==> config.mk <==
export PLATFORM = sky130hd
export DESIGN_NAME = key_scanner
export DESIGN_NICKNAME = d
export VERILOG_FILES = /design/src/rtl/key_scanner.sv
export SDC_FILE = /design/constraint.sdc
export NUM_CORES = 1
export LEC_CHECK = 0
export ABC_AREA = 1
export CORE_MARGIN = 4
export CORE_UTILIZATION = 35
export CTS_BUF_LIST = sky130_fd_sc_hd__clkbuf_16
export DETAILED_ROUTE_END_ITERATION = 10
export HOLD_SLACK_MARGIN = 0.06
export PLACE_DENSITY = 0.57
export SETUP_SLACK_MARGIN = 0.05
export SLEW_MARGIN = 10
export SYNTH_ARGS = -nofsm -noshare
export SYNTH_HDL_FRONTEND = slang
export SYNTH_SLANG_ARGS = --single-unit
==> constraint.sdc <==
create_clock -name clk -period 2 [get_ports clk]
set_input_delay 0.3 -clock clk [delete_from_list [all_inputs] [get_ports clk]]
set_output_delay 0.3 -clock clk [all_outputs]
set_load 0.01 [all_outputs]
==> src/rtl/key_scanner.sv <==
// key_scanner: synchronises, debounces and priority-encodes seven push-buttons
// into a Hack keyboard code, with a one-cycle press strobe and typematic repeat.
// Ports: clk (rising edge); rst (synchronous, active-high); key[6:0] raw levels;
//        stable[6:0] debounced keys (1 = pressed); code[15:0] keyboard code (0 = none);
//        press: one-cycle strobe on a new key code or on an auto-repeat.
// Latency: raw change -> stable after 2+DB_CYCLES edges -> code/press one edge later.
module key_scanner #(
  parameter int DB_CYCLES    = 1000000,
  parameter int REPEAT_DELAY = 50000000,
  parameter int REPEAT_RATE  = 10000000,
  parameter int ACTIVE_LOW   = 1
) (
  input  logic        clk,
  input  logic        rst,
  input  logic [6:0]  key,
  output logic [6:0]  stable,
  output logic [15:0] code,
  output logic        press
);

  localparam int DBW  = (DB_CYCLES < 2) ? 1 : $clog2(DB_CYCLES);
  localparam int RMAX = (REPEAT_DELAY > REPEAT_RATE) ? REPEAT_DELAY : REPEAT_RATE;
  localparam int RCW  = (RMAX < 2) ? 1 : $clog2(RMAX);

  localparam logic [DBW-1:0] DB_LAST = DBW'(DB_CYCLES - 1);
  localparam logic [RCW-1:0] RD_LAST = RCW'(REPEAT_DELAY - 1);
  localparam logic [RCW-1:0] RR_LAST = RCW'(REPEAT_RATE - 1);

  // Raw level of a released button; the synchroniser starts out "released".
  localparam logic [6:0] REL_LEVEL = (ACTIVE_LOW != 0) ? 7'h7F : 7'h00;

  typedef enum logic [1:0] {
    S_IDLE,
    S_DELAY,
    S_REPEAT
  } rpt_state_e;

  logic [6:0]     sync1_q, sync2_q;
  logic [6:0]     lvl;
  logic [6:0]     stable_q, stable_d;
  logic [DBW-1:0] db_cnt_q [7];
  logic [DBW-1:0] db_cnt_d [7];
  logic [15:0]    code_q, code_d;
  logic           press_q, press_d;
  rpt_state_e     state_q, state_d;
  logic [RCW-1:0] rcnt_q, rcnt_d;

  // Synchronised level normalised so that 1 = pressed.
  assign lvl = (ACTIVE_LOW != 0) ? ~sync2_q : sync2_q;

  // Per-key debounce: the counter measures how long the synchronised level
  // has disagreed with the debounced level; any agreement clears it.
  always_comb begin
    stable_d = stable_q;
    for (int i = 0; i < 7; i++) begin
      db_cnt_d[i] = '0;
      if (lvl[i] != stable_q[i]) begin
        if (db_cnt_q[i] == DB_LAST) begin
          stable_d[i] = lvl[i];
        end else begin
          db_cnt_d[i] = db_cnt_q[i] + 1'b1;
        end
      end
    end
  end

  // Priority encoder: lowest-index pressed key wins.
  always_comb begin
    code_d = 16'd0;
    casez (stable_q)
      7'b??????1: code_d = 16'd130;  // left
      7'b?????10: code_d = 16'd131;  // up
      7'b????100: code_d = 16'd132;  // right
      7'b???1000: code_d = 16'd133;  // down
      7'b??10000: code_d = 16'd128;  // newline
      7'b?100000: code_d = 16'd129;  // backspace
      7'b1000000: code_d = 16'd140;  // escape
      default:    code_d = 16'd0;
    endcase
  end

  // Typematic repeat. A code change always takes precedence over a repeat
  // expiry on the same edge, so the two can never produce two pulses.
  always_comb begin
    state_d = state_q;
    rcnt_d  = rcnt_q;
    press_d = 1'b0;
    if (code_d == 16'd0) begin
      state_d = S_IDLE;
      rcnt_d  = '0;
    end else if (code_d != code_q) begin
      press_d = 1'b1;
      rcnt_d  = '0;
      state_d = S_DELAY;
    end else begin
      case (state_q)
        S_DELAY: begin
          if (rcnt_q == RD_LAST) begin
            press_d = 1'b1;
            rcnt_d  = '0;
            state_d = S_REPEAT;
          end else begin
            rcnt_d = rcnt_q + 1'b1;
          end
        end
        S_REPEAT: begin
          if (rcnt_q == RR_LAST) begin
            press_d = 1'b1;
            rcnt_d  = '0;
          end else begin
            rcnt_d = rcnt_q + 1'b1;
          end
        end
        default: begin
          // Unchanged nonzero code while idle cannot occur; hold still.
          rcnt_d = '0;
        end
      endcase
    end
  end

  always_ff @(posedge clk) begin
    if (rst) begin
      sync1_q  <= REL_LEVEL;
      sync2_q  <= REL_LEVEL;
      stable_q <= '0;
      code_q   <= '0;
      press_q  <= 1'b0;
      state_q  <= S_IDLE;
      rcnt_q   <= '0;
      for (int i = 0; i < 7; i++) begin
        db_cnt_q[i] <= '0;
      end
    end else begin
      sync1_q  <= key;
      sync2_q  <= sync1_q;
      stable_q <= stable_d;
      code_q   <= code_d;
      press_q  <= press_d;
      state_q  <= state_d;
      rcnt_q   <= rcnt_d;
      for (int i = 0; i < 7; i++) begin
        db_cnt_q[i] <= db_cnt_d[i];
      end
    end
  end

  assign stable = stable_q;
  assign code   = code_q;
  assign press  = press_q;

endmodule

==> metrics.cfg <==
[layout]
drive_gt1_frac = 0.08514
antennaDiodeCount = 0
fin_cells = 1721
final_common_cell = nand2_1
nets = 1392
mostFrequentLayoutCells = nand2_1 (252), nor2_1 (248), dfxtp_1 (195)
final_util = 0.4101
syn_to_final_growth_pct = 14.17

[drt]
vias = 7949
routed_via_density = 4.619
drt-total-wl_um = 18970
drc = 0
post_drt_wl_per_cell_um = 11.02
drtAntennaViolNets = 0
dr.pass1.iters = 4
drt_iter0_markers = 426

[outcome]
status = complete, no violations

[place]
gp_congestion = 0.8491
portBuffers = 21
place_inst = 1688
dpl.hpwl_um = 14040

[floorplan]
core_mm2 = 0.02628
die_area_mm2 = 0.02966
die_h_um = 172.2
dieWidth_um = 172.2
start_util = 0.3592
rows = 59
ios = 33

[worst_setup_path]
path_class = reg -> out
rrSetupSlack_ns = 0.22
cp.arrival_ns = 1.53
crit_chain = clkdlybuf4s50_1
crit_slowest_cell = clkdlybuf4s50_1
endpoint_kind = output pin
critPathBufInv = 1
worst-path-max-fanout = 5
startpoint_type = flop
required_ns = 1.70
slowest_delay_ns = 0.60
cp_top_family = buffers and inverters

[yosys]
async_flop_share = 0
synthCells = 1334
synth_top_cell_area_share = 0.4135
syn-mean-instance-area_um2 = 7.077
ys_warn_count = 0
synth-edff-count = 0
synth_top_area_cell = dfxtp_1
dominantRegCellSynth = dfxtp_1
synth-seq-cells = 195
ys_seq_area_frac = 0.4135
synthDistinctLibCells = 41
synth_area_leaders = dfxtp_1 (41%), nand2_1 (10%), nor2_1 (10%)
synth_area_mm2 = 0.009440

[sta]
hold_viol_final = 0
final.period_utilization = 0.9156
finalCriticalPeriod_ns = 1.831
maxSlewViolCount = 0
final.setup_skew_ns = 0.01309
setup_violations = 0
grt_setup_unrepaired = true
fmax_ghz = 0.5461

[clock_tree]
cts_sinks = 195
cts_buffers = 17
cts_root_buf = clkbuf_16
clock_latency_ns = 0.44
ctsHoldBuffers = 0
cts_tree = yes
clk_pin_slew_worst_paths_ns = 0.09
htree_levels = 4
clock_path_buffers = 2

[global_routing]
grt_pass1_vias = 7440
grt_pass1_wl_um = 33370
grt.total_usage = 0.1343
grt_max_degree = 28
antenna_found_initial = 0
overflow = 0

[power_and_ir_drop]
ir_drop_mv = 0.4771
total_power_uw = 7529
p_per_area_mw_per_mm2 = 698.6
leakage_uw = 0.003667

[flow_run]
maxCapViolations = 0

[min_path]
min_path_type = reg -> reg

-- per-layer routing --
| metal | vias to the layer above | share of wire | GRT usage | wire length (um) |
|---|---|---|---|---|
| li1 | 4328 | - | - | - |
| met1 | 3519 | 0.52 | 0.1822 | 9793 |
| met2 | 86 | 0.44 | 0.2155 | 8396 |
| met3 | 16 | 0.031 | 0.03338 | 585 |
| met4 | 0 | 0.010 | 0.03383 | 199 |
| met5 | - | 0 | 0 | 0 |
-- stage by stage --
stage	setup WS [ns]	TNS [ns]	hold slack (ns)	instance area (um^2)
floorplan	0.4286	0	0.3895	9478
global placement	0.1703	0	0.3925	10100
detailed placement	0.1465	0	0.3940	10100
CTS	0.1193	0	0.3980	10730
global route	-0.008308	-0.008308	0.3999	10780
finish	0.1688	0	0.4136	10780
-- repair_timing --
action                     CTS  global route
buffers inserted             0             1
setup endpoints to repair    0            60
resized for setup            0            11
-- path summary, 6_finish.rpt --
| path | startpoint | endpoint | cells past startpoint |
|---|---|---|---|
| setup / recovery | stable[1] | stable[1] | 1 |
| hold / removal | sync1_q[1] | sync2_q[1] | 1 |
| setup reg to reg | db_cnt_q[6][0] | db_cnt_q[6][14] | 9 |
| hold reg to reg | sync1_q[1] | sync2_q[1] | 1 |
-- state kept, by name (all words and copies together), names as in the netlist --
signal and cells:
state_q 2, press 1, code 5, db_cnt_q 140, sync1_q 7, rcnt_q 26
stable 7, sync2_q 7
-- kinds of logic after synthesis --
group / synth area share
AOI/OAI and AO/OA: 0.05368
buffers and inverters: 0.08429
adders and majority gates: 0.01325
and+or+nand+nor: 0.3683
xor gates and xnor gates: 0.06653
DFF: 0.4135
other: 0.0003972
-- synth_stat cells (16+ instances only) --
cell type    n
a21oi_1     55
o21ai_0     17
dfxtp_1    195
nor3_1      63
nand3_1     82
nor3b_1     16
xnor2_1     26
nor2_2      26
inv_1      156
nand2_1    253
nor2_1     253
nand4_1     36
xor2_1      42
or2_2       18
-- area by class of cell --
| type | instances | area [um^2] |
|---|---|---|
| Tap cell | 335 | 419.2 |
| Clock buffer | 17 | 425.4 |
| Sequential cell | 195 | 3904 |
| Clock inverter | 15 | 201.4 |
| Inverter | 158 | 596.8 |
| Timing Repair Buffer | 42 | 417.9 |
| Fill cell | 2724 | 15500 |
| Multi-Input combinational cell | 959 | 4813 |
-- power breakdown --
group	switching [uW]	internal, uW	leakage, uW
Combinational	59.2	42.8	0.00179
Clock	1800	1730	0.000301
Sequential	7.36	3900	0.00157
(Power assumes the default switching activity.)
